--- config.mk ---
export PLATFORM = sky130hd
export DESIGN_NAME = mem_stage_lsu
export DESIGN_NICKNAME = d
export VERILOG_FILES = /design/src/rtl/mem_stage_lsu.sv
export SDC_FILE = /design/constraint.sdc
export NUM_CORES = 1
export LEC_CHECK = 0
export BUFFER_PORTS_ARGS = -buffer_cell sky130_fd_sc_hd__buf_2
export CORE_MARGIN = 2
export CORE_UTILIZATION = 48
export CTS_CLUSTER_DIAMETER = 50
export DETAILED_ROUTE_END_ITERATION = 7
export PLACE_DENSITY_LB_ADDON = 0.25
export SKIP_LAST_GASP = 1
export SLEW_MARGIN = 20
export SYNTH_ARGS = -nofsm -noshare
export SYNTH_HDL_FRONTEND = slang
export SYNTH_SLANG_ARGS = --single-unit
--- constraint.sdc ---
create_clock -name clk -period 1.8 [get_ports clk]
set_clock_uncertainty 0.1 [all_clocks]
set_input_delay 0.18 -clock clk [delete_from_list [all_inputs] [get_ports clk]]
set_output_delay 0.18 -clock clk [all_outputs]
set_load 0.05 [all_outputs]
--- src/rtl/mem_stage_lsu.sv ---
// mem_stage_lsu: MEM-stage load/store unit.
// Drives the data-memory req/gnt/rvalid bus and aligns load and store data.
// Owns the MEM/WB pipeline register. Stalls upstream while an access is outstanding.
// Build option: define LSU_MISALIGN_TRAP_EN to trap misaligned accesses.
// Without it, offending low address bits are forced to alignment instead.
module mem_stage_lsu #(
    parameter int XLEN = 32
) (
    input  logic            clk,
    input  logic            rst_n,
    input  logic [XLEN-1:0] pc_in,
    input  logic [XLEN-1:0] alu_result_in,
    input  logic [XLEN-1:0] rs2_data_in,
    input  logic [4:0]      rd_in,
    input  logic [2:0]      funct3_in,
    input  logic            reg_write_in,
    input  logic            mem_read_in,
    input  logic            mem_write_in,
    input  logic            mem_to_reg_in,
    output logic            stall_o,
    output logic            dmem_req,
    output logic            dmem_we,
    output logic [XLEN-1:0] dmem_addr,
    output logic [XLEN-1:0] dmem_wdata,
    output logic [3:0]      dmem_be,
    input  logic            dmem_gnt,
    input  logic            dmem_rvalid,
    input  logic [XLEN-1:0] dmem_rdata,
    output logic [XLEN-1:0] wb_pc,
    output logic [XLEN-1:0] wb_alu_result,
    output logic [XLEN-1:0] wb_mem_data,
    output logic [4:0]      wb_rd,
    output logic            wb_reg_write,
    output logic            wb_mem_to_reg,
    output logic            misalign_o
);

    typedef enum logic [1:0] {IDLE = 2'd0, REQ = 2'd1, RSP = 2'd2, DONE = 2'd3} state_t;

    state_t            state_r;
    state_t            state_next_s;
    logic              mem_op_s;
    logic              is_load_s;
    logic              trap_s;
    logic              start_s;
    logic [1:0]        lane_s;
    logic [XLEN-1:0]   load_ext_s;
    logic [XLEN-1:0]   load_data_r;

    // Select and sign/zero-extend the addressed byte or half of a bus word.
    function automatic logic [31:0] load_extract(input logic [2:0] f3, input logic [1:0] lane,
                                                 input logic [31:0] word);
        logic [7:0]  byte_v;
        logic [15:0] half_v;
        logic [31:0] res_v;
        byte_v = word[{lane, 3'b000} +: 8];
        half_v = lane[1] ? word[31:16] : word[15:0];
        case (f3)
            3'b000:  res_v = {{24{byte_v[7]}}, byte_v};
            3'b001:  res_v = {{16{half_v[15]}}, half_v};
            3'b100:  res_v = {24'h00_0000, byte_v};
            3'b101:  res_v = {16'h0000, half_v};
            default: res_v = word;
        endcase
        return res_v;
    endfunction

    // Replicate store data across every lane of its size.
    function automatic logic [31:0] store_wdata(input logic [2:0] f3, input logic [31:0] rs2);
        logic [31:0] res_v;
        case (f3[1:0])
            2'b00:   res_v = {4{rs2[7:0]}};
            2'b01:   res_v = {2{rs2[15:0]}};
            default: res_v = rs2;
        endcase
        return res_v;
    endfunction

    // Byte enables for the addressed lane(s).
    function automatic logic [3:0] store_be(input logic [2:0] f3, input logic [1:0] lane);
        logic [3:0] res_v;
        case (f3[1:0])
            2'b00:   res_v = 4'b0001 << lane;
            2'b01:   res_v = 4'b0011 << {lane[1], 1'b0};
            default: res_v = 4'b1111;
        endcase
        return res_v;
    endfunction

    assign mem_op_s  = mem_read_in | mem_write_in;
    assign is_load_s = mem_read_in;   // read+write together is a load

`ifdef LSU_MISALIGN_TRAP_EN
    logic misaligned_s;

    // Flag halves on odd addresses and words off a word boundary.
    always_comb begin
        misaligned_s = 1'b0;
        case (funct3_in[1:0])
            2'b01:        misaligned_s = mem_op_s & alu_result_in[0];
            2'b10, 2'b11: misaligned_s = mem_op_s & (|alu_result_in[1:0]);
            default:      misaligned_s = 1'b0;
        endcase
    end

    assign trap_s = misaligned_s;
    assign lane_s = alu_result_in[1:0];
`else
    assign trap_s = 1'b0;

    // Force the low address bits of halves and words down to natural alignment.
    always_comb begin
        lane_s = alu_result_in[1:0];
        case (funct3_in[1:0])
            2'b01:        lane_s = {alu_result_in[1], 1'b0};
            2'b10, 2'b11: lane_s = 2'b00;
            default:      lane_s = alu_result_in[1:0];
        endcase
    end
`endif

    assign start_s    = (state_r == IDLE) & mem_op_s & ~trap_s;
    assign stall_o    = mem_op_s & (state_r != DONE) & ~trap_s;
    assign load_ext_s = load_extract(funct3_in, lane_s, dmem_rdata);

    // FSM state register.
    always_ff @(posedge clk) begin
        if (!rst_n) begin
            state_r <= IDLE;
        end else begin
            state_r <= state_next_s;
        end
    end

    // FSM next-state logic.
    always_comb begin
        state_next_s = state_r;
        case (state_r)
            IDLE: begin
                if (start_s) state_next_s = REQ;
                else         state_next_s = IDLE;
            end
            REQ: begin
                if (dmem_gnt) state_next_s = is_load_s ? RSP : DONE;
                else          state_next_s = REQ;
            end
            RSP: begin
                if (dmem_rvalid) state_next_s = DONE;
                else             state_next_s = RSP;
            end
            DONE:    state_next_s = IDLE;
            default: state_next_s = IDLE;
        endcase
    end

    // Bus outputs: launched on leaving IDLE, held in REQ until granted.
    always_ff @(posedge clk) begin
        if (!rst_n) begin
            dmem_req   <= 1'b0;
            dmem_we    <= 1'b0;
            dmem_addr  <= '0;
            dmem_wdata <= '0;
            dmem_be    <= 4'b0000;
        end else begin
            case (state_r)
                IDLE: begin
                    if (start_s) begin
                        dmem_req   <= 1'b1;
                        dmem_we    <= ~is_load_s;
                        dmem_addr  <= {alu_result_in[XLEN-1:2], 2'b00};
                        dmem_wdata <= store_wdata(funct3_in, rs2_data_in);
                        dmem_be    <= store_be(funct3_in, lane_s);
                    end
                end
                REQ: begin
                    if (dmem_gnt) dmem_req <= 1'b0;
                end
                default: ;
            endcase
        end
    end

    // Capture extracted load data when the response arrives.
    always_ff @(posedge clk) begin
        if (!rst_n) begin
            load_data_r <= '0;
        end else if ((state_r == RSP) && dmem_rvalid) begin
            load_data_r <= load_ext_s;
        end
    end

    // MEM/WB register: bubble while stalled, otherwise advance.
    always_ff @(posedge clk) begin
        if (!rst_n) begin
            wb_pc         <= '0;
            wb_alu_result <= '0;
            wb_mem_data   <= '0;
            wb_rd         <= 5'd0;
            wb_reg_write  <= 1'b0;
            wb_mem_to_reg <= 1'b0;
            misalign_o    <= 1'b0;
        end else begin
            misalign_o <= trap_s;
            if (stall_o) begin
                wb_reg_write  <= 1'b0;
                wb_mem_to_reg <= 1'b0;
            end else begin
                wb_pc         <= pc_in;
                wb_alu_result <= alu_result_in;
                wb_rd         <= rd_in;
                wb_reg_write  <= reg_write_in & ~trap_s;
                wb_mem_to_reg <= mem_to_reg_in & ~trap_s;
                if (is_load_s & ~trap_s) wb_mem_data <= load_data_r;
            end
        end
    end

endmodule

# Yosys cells after proc, flatten, opt, wreduce, memory -nomap -nowiden
# Index checks and enable logic that the tools add are counted.
[op_classes] n_shift=3 n_bitwise=6 n_eq_ne=12 muxes=13 reduce_logical=10
[op_table] operator="$pmux 32 s4" count=1
[op_table] operator="$pmux 32 s2" count=1
[op_table] operator="$shiftx 32x6->8" count=1
[op_table] operator="$mux 16" count=1
[op_table] operator="$eq 2x2->1 const B" count=4
[op_table] operator="$pmux 2 s4" count=1
[op_table] operator="$pmux 4 s2" count=1
[op_table] operator="$eq 3x3->1 const B" count=2
[op_table] operator="$ne 2x2->1 const B" count=3
[op_table] operator="$mux 1" count=5
[op_table] operator="$eq 2x1->1 const B" count=2
[op_table] operator="$logic_not 2->1" count=2
[op_table] operator="$pmux 2 s2" count=1
[op_table] operator="$reduce_and 2->1" count=2
[op_table] operator="$reduce_or 2->1" count=2
[op_table] operator="$shl 1x2->4 const A" count=1
[op_table] operator="$shl 2x2->4 const A" count=1
[op_table] operator="$eq 3x1->1 const B" count=1
[op_table] operator="$logic_not 3->1" count=1
[op_table] operator="$not 1->1" count=3
[op_table] operator="$reduce_and 3->1" count=1
[op_table] operator="$and 1x1->1" count=2
[op_table] operator="$mux 2" count=1
[op_table] operator="$pmux 1 s2" count=1
[op_table] operator="other kinds (3)" count=3
[word_totals] elab_cells=57 ff_bits=205

# Depth between registers and ports, before layout
[depth] word_depth=5 depth_mapped=7

# Least setup slack after synthesis
# Ideal clock, no wire load.
[synth_timing] path_type="input -> register" from="in funct3_in[1]" to="reg load_data_r[16]" required_ns=1.581 arrival_ns=1.457 slack_ns=0.123 path_buffers=2 stages=6 path_cell_list="buf_4 -> nor2b_4 -> mux4_2 -> a21oi_4 -> buf_6 -> a21oi_1"
[synth_via] elab_chain_cells=5
[synth_rtl] element="start, declared" line_no="15" text="input logic [2:0] funct3_in,"
[synth_rtl] element="$eq 2x2->1" line_no="114" text="case (funct3_in[1:0])"
[synth_rtl] element="$reduce_or 2->1" line_no="114"
[synth_rtl] element="$pmux 2 s2" line_no="114"
[synth_rtl] element="$shiftx 32x6->8 / $mux 16 (equally long branches)" line_no="56, 57"
[synth_rtl] element="$pmux 32 s4 (*)" line_no="58" text="case (f3)"
[synth_rtl] element="end signal, assigned" line_no="188" text="load_data_r <= load_ext_s;"
[synth_rtl] element="end, declared" line_no="48" text="logic [XLEN-1:0] load_data_r;"
# Mark *: on every way between the ends. The rest lies on a longest branch, timed or not.
# A chain may end at the register's enable or synchronous reset.

# Worst setup path in the final report
[layout_timing] from="reg state_r[0]" to="out stall_o"
[layout_via] elab_chain_cells=2
[layout_rtl] element="start, declared" line_no="40" text="state_t state_r;"
[layout_rtl] element="start signal, assigned" line_no="131" text="state_r <= state_next_s;"
[layout_rtl] element="$ne 2x2->1" line_no="123" text="assign stall_o = mem_op_s & (state_r != DONE) & ~trap_s;"
[layout_rtl] element="$and 1x1->1" line_no="123"
[layout_rtl] element="end, declared" line_no="20" text="output logic stall_o,"
# No other way between the ends.

==> tab_implementation.tex <==
\begin{tabular}{lr}
\hline
Metric & Value \\
\hline
\multicolumn{2}{l}{\textbf{Drt}} \\
Aggregate routed wire length & 27500 um \\
Routed Antenna Nets & 0 \\
Per-cell via count in the routed design & 5.29 \\
Vias after detailed routing & 8768 \\
Pre-antenna DRT Iters & 5 \\
Detailed router's first-iteration violation count & 568 \\
Average detailed-routed wire length per instance & 16.6 um \\
DRC Markers & 0 \\
\multicolumn{2}{l}{\textbf{Flow run}} \\
MaxCap Viol Count & 0 \\
\multicolumn{2}{l}{\textbf{Pwr}} \\
Power density over the cells & 1040 nW/um\^{}2 \\
Leakage Power & 5.42 nW \\
Highest ir drop seen on vdd & 1.00 mV \\
\multicolumn{2}{l}{\textbf{STA}} \\
Endpoints failing hold & 0 \\
Worst Max-Slew Pin Slew & 0.553 ns \\
Number of failing setup endpoints in the final timing report & 0 \\
Worst path setup slack after routing & 0.0652 ns \\
Total count of max-transition violations in the final report & 0 \\
Unrepaired setup endpoints after global routing & false \\
Max Fclk & 576 MHz \\
Final Cycle Share & 96.4\% \\
Worst relative slew slack & 63.0\% \\
Final Critical Period & 1.73 ns \\
Final-layout setup total negative slack & 0 ns \\
\multicolumn{2}{l}{\textbf{Critical path}} \\
Terminus of the critical flop-to-flop path & dmem\_wdata[16]\$\_SDFFE\_PN0P\_ \\
Critical path buffers and inverters & 2 \\
Kind of cell adding the most delay to the critical path & flip-flops \\
Cell chain of the critical path & a21o\_2 -> inv\_8 -> buf\_6 \\
Arrival time of data at the critical path endpoint & 1.45 ns \\
Category of the most critical setup path & reg2out \\
Crit path capture type & primary output \\
Crit path required time & 1.52 ns \\
Internal reg-to-reg setup slack & 0.14 ns \\
Worst-path maximum fanout & 18 \\
Category of the worst setup path launch point & register \\
Worst reg2reg path depth & 5 \\
Delay of the slowest critical-path stage & 0.34 ns \\
Critical path's slowest cell & sky130\_fd\_sc\_hd\_\_dfxtp\_1 \\
\multicolumn{2}{l}{\textbf{Synth}} \\
Register bit total from synthesis & 205 \\
Cell Area, Synth & 7950 um\^{}2 \\
Share of flip-flops with an asynchronous set or reset after synthesis & 0\% \\
Cell type with the highest aggregate area in the netlist & sky130\_fd\_sc\_hd\_\_dfxtp\_1 \\
Number of flops mapped to enable cells by yosys & 0 \\
Most area-consuming cells after synthesis & sky130\_fd\_sc\_hd\_\_dfxtp\_1 (52\%), sky130\_fd\_sc\_hd\_\_nand2\_1 (17\%), sky130\_fd\_sc\_hd\_\_a21oi\_1 (11\%), sky130\_fd\_sc\_hd\_\_o21ai\_0 (2.9\%), sky130\_fd\_sc\_hd\_\_clkbuf\_1 (2.6\%) \\
Cells after Synth & 992 \\
Mapped Avg Cell Area & 8.01 um\^{}2 \\
Simple-gate portion of the synthesized area & 19.8\% \\
Mux contribution to synthesized area & 4.83\% \\
Main combinational cell family by area after synthesis & simple AND/OR/NAND/NOR gates \\
Ys Warns & 0 \\
Area share of the largest cell type after synthesis & 51.6\% \\
Post-synthesis adder-cell area fraction & 0\% \\
Top FF cell, synth & sky130\_fd\_sc\_hd\_\_dfxtp\_1 \\
Xor and xnor fraction of the mapped netlist area & 0\% \\
Sequential fraction of the synthesis area & 51.6\% \\
Most common cell in the netlist & sky130\_fd\_sc\_hd\_\_nand2\_1 \\
Post-synth top cells & sky130\_fd\_sc\_hd\_\_nand2\_1 (351), sky130\_fd\_sc\_hd\_\_dfxtp\_1 (205), sky130\_fd\_sc\_hd\_\_a21oi\_1 (172), sky130\_fd\_sc\_hd\_\_clkbuf\_1 (54), sky130\_fd\_sc\_hd\_\_o21ai\_0 (46) \\
Count of distinct cell types in the synthesized netlist & 44 \\
Area fraction in compound gates after synthesis & 19.0\% \\
\multicolumn{2}{l}{\textbf{Layout}} \\
Multi-input logic area & 3490 um\^{}2 \\
FF/Latch Area & 4100 um\^{}2 \\
Relative area change from synthesis to final layout & 51.9\% \\
Fraction of final layout cells sized beyond drive strength 1 & 29.0\% \\
Fin nets & 1564 \\
Filler cell count & 1162 \\
\multicolumn{2}{l}{\textbf{Clock network}} \\
Clock tree from TritonCTS & yes \\
Cell at the root of the clock tree & sky130\_fd\_sc\_hd\_\_clkbuf\_16 \\
CTS clock-pin slew for the worst setup and hold paths & 0.06 ns \\
Maximum clock insertion buffer count & 3 \\
CTS Sinks & 205 \\
Clock buffers created by TritonCTS & 25 \\
Later-pin clock latency in the skew report & 0.50 ns \\
H-tree depth & 1 \\
\multicolumn{2}{l}{\textbf{Status}} \\
Status & finished clean \\
\multicolumn{2}{l}{\textbf{Placed design}} \\
Worst slack at placement & 0.148 ns \\
Final RePlAce weighted congestion & 0.920 \\
HPWL after DPL & 16900 um \\
Number of buffers inserted by port buffering & 315 \\
\multicolumn{2}{l}{\textbf{Floorplan}} \\
Vertical die dimension & 133 um \\
Standard-cell row count & 47 \\
Core Region & 16400 um\^{}2 \\
Die footprint & 17600 um\^{}2 \\
Starting density of the core & 48.4\% \\
Horiz. Die Dim & 133 um \\
Number of top-level pins & 319 \\
\multicolumn{2}{l}{\textbf{Worst hold path}} \\
Path category of the worst min-delay check & in2reg \\
Count of cells along the worst hold path & 4 \\
Worst Hold End & state\_r[0]\$\_SDFF\_PN0\_ \\
Worst min-delay path startpoint & dmem\_rvalid \\
\multicolumn{2}{l}{\textbf{Global route}} \\
Global-route wire length before repair & 42900 um \\
Pin count of the biggest net entering global routing & 72 \\
Congestion Overflow GR & 0 \\
GRT Resource Usage Total & 29.8\% \\
Number of antenna violations at the first check in global routing & 1 \\
Number of global-route vias before repair & 8266 \\
\hline
\end{tabular}
==> worst reg2reg max path: cells and delay by family (launching register included) <==
kind,cells,cell delay (ns)
AO/OA/AOI/OAI,1,0.27
buffers and inverters,2,0.43
AND/OR/NAND/NOR,2,0.42
flip-flops,1,0.35
==> cell type report <==
cell class / instances / area share [%]
sequential: 205 / 34.0
multi-input combinational: 702 / 28.9
timing repair buffer: 482 / 27.4
clock buffer: 29 / 5.56
tap: 220 / 2.28
clock inverter: 16 / 1.57
inverter: 4 / 0.228
antenna: 1 / 0.0207
==> metal layers <==
| metal | routed length, um | global-route usage [%] |
|---|---|---|
| met4 | 1250 | 13.0 |
| met1 | 11000 | 36.4 |
| met2 | 13100 | 50.9 |
| met3 | 2170 | 6.21 |
| met5 | 0 | 0 |
==> per-stage QoR <==
step | instances | area, um^2 | hold WS, ns | total power [mW] | util [%]
after global routing | 1658 | 12100 | 0.0280 | 13.0 | 73.5
after floorplan | 994 | 7960 | 0.176 | 6.55 | -
final | 1659 | 12100 | 0.0382 | 12.6 | 73.6
after global placement | 1480 | 9860 | 0.313 | 7.25 | 60.1
after detailed placement | 1480 | 9860 | 0.329 | 7.27 | 60.1
after CTS | 1658 | 12100 | 0.00675 | 12.6 | 73.5
==> worst max path at each step <==
| stage | depth (start not counted) | end | from |
|---|---|---|---|
| 4_1_cts | 3 | stall_o | state_r[0]$_SDFF_PN0_ |
| 5_1_grt | 3 | stall_o | state_r[0]$_SDFF_PN0_ |
| 3_5_place_dp | 5 | load_data_r[4]$_SDFFE_PN0P_ | alu_result_in[0] |
| 3_3_place_gp | 6 | load_data_r[26]$_SDFFE_PN0P_ | funct3_in[1] |
| 6_report | 3 | stall_o | state_r[0]$_SDFF_PN0_ |
| 2_1_floorplan | 6 | load_data_r[16]$_SDFFE_PN0P_ | funct3_in[1] |
==> placed cells by master, fill, tap and decap left out, types with 4 or more instances in the layout <==
cell | netlist | layout
sky130_fd_sc_hd__o22ai_1 | 5 | 5
sky130_fd_sc_hd__dfxtp_1 | 205 | 205
sky130_fd_sc_hd__mux2i_1 | 17 | 17
sky130_fd_sc_hd__dlygate4sd3_1 | 0 | 133
sky130_fd_sc_hd__o21ai_0 | 46 | 46
sky130_fd_sc_hd__a211oi_1 | 11 | 11
sky130_fd_sc_hd__nand3_1 | 9 | 9
sky130_fd_sc_hd__a311oi_1 | 8 | 8
sky130_fd_sc_hd__nor2_1 | 28 | 28
sky130_fd_sc_hd__clkinv_2 | 0 | 5
sky130_fd_sc_hd__buf_2 | 20 | 314
sky130_fd_sc_hd__a21oi_1 | 172 | 172
sky130_fd_sc_hd__a221oi_1 | 8 | 8
sky130_fd_sc_hd__clkbuf_16 | 0 | 25
sky130_fd_sc_hd__mux4_2 | 6 | 6
sky130_fd_sc_hd__inv_6 | 0 | 4
sky130_fd_sc_hd__mux2_2 | 7 | 7
sky130_fd_sc_hd__buf_4 | 4 | 23
sky130_fd_sc_hd__buf_12 | 0 | 11
sky130_fd_sc_hd__nand2_1 | 351 | 351
==> kinds of logic (layout without fill, tap and decap cells) <==
kind of cell           count (synthesis)  in the layout
AND/OR/NAND/NOR                      401            401
flip-flops                           205            205
multiplexers                          30             30
AO/OA/AOI/OAI                        268            268
other                                  1              4
buffers and inverters                 87            531
==> power by group <==
group | leakage [nW] | switching, mW | internal [mW]
Sequential | 1.68 | 0.131 | 4.80
Clock | 0.427 | 2.00 | 3.14
Combinational | 3.31 | 1.72 | 0.825
Total | 5.42 | 3.84 | 8.76
==> repair_timing <==
| action | CTS | global route |
|---|---|---|
| setup endpoints to repair | 1 | 1 |
| buffers inserted | 0 | 0 |
| resized for setup | 4 | 1 |
| hold buffers | 133 | 0 |
| hold endpoints to repair | 163 | 0 |
No activity file was read; power rests on OpenSTA's default activity.
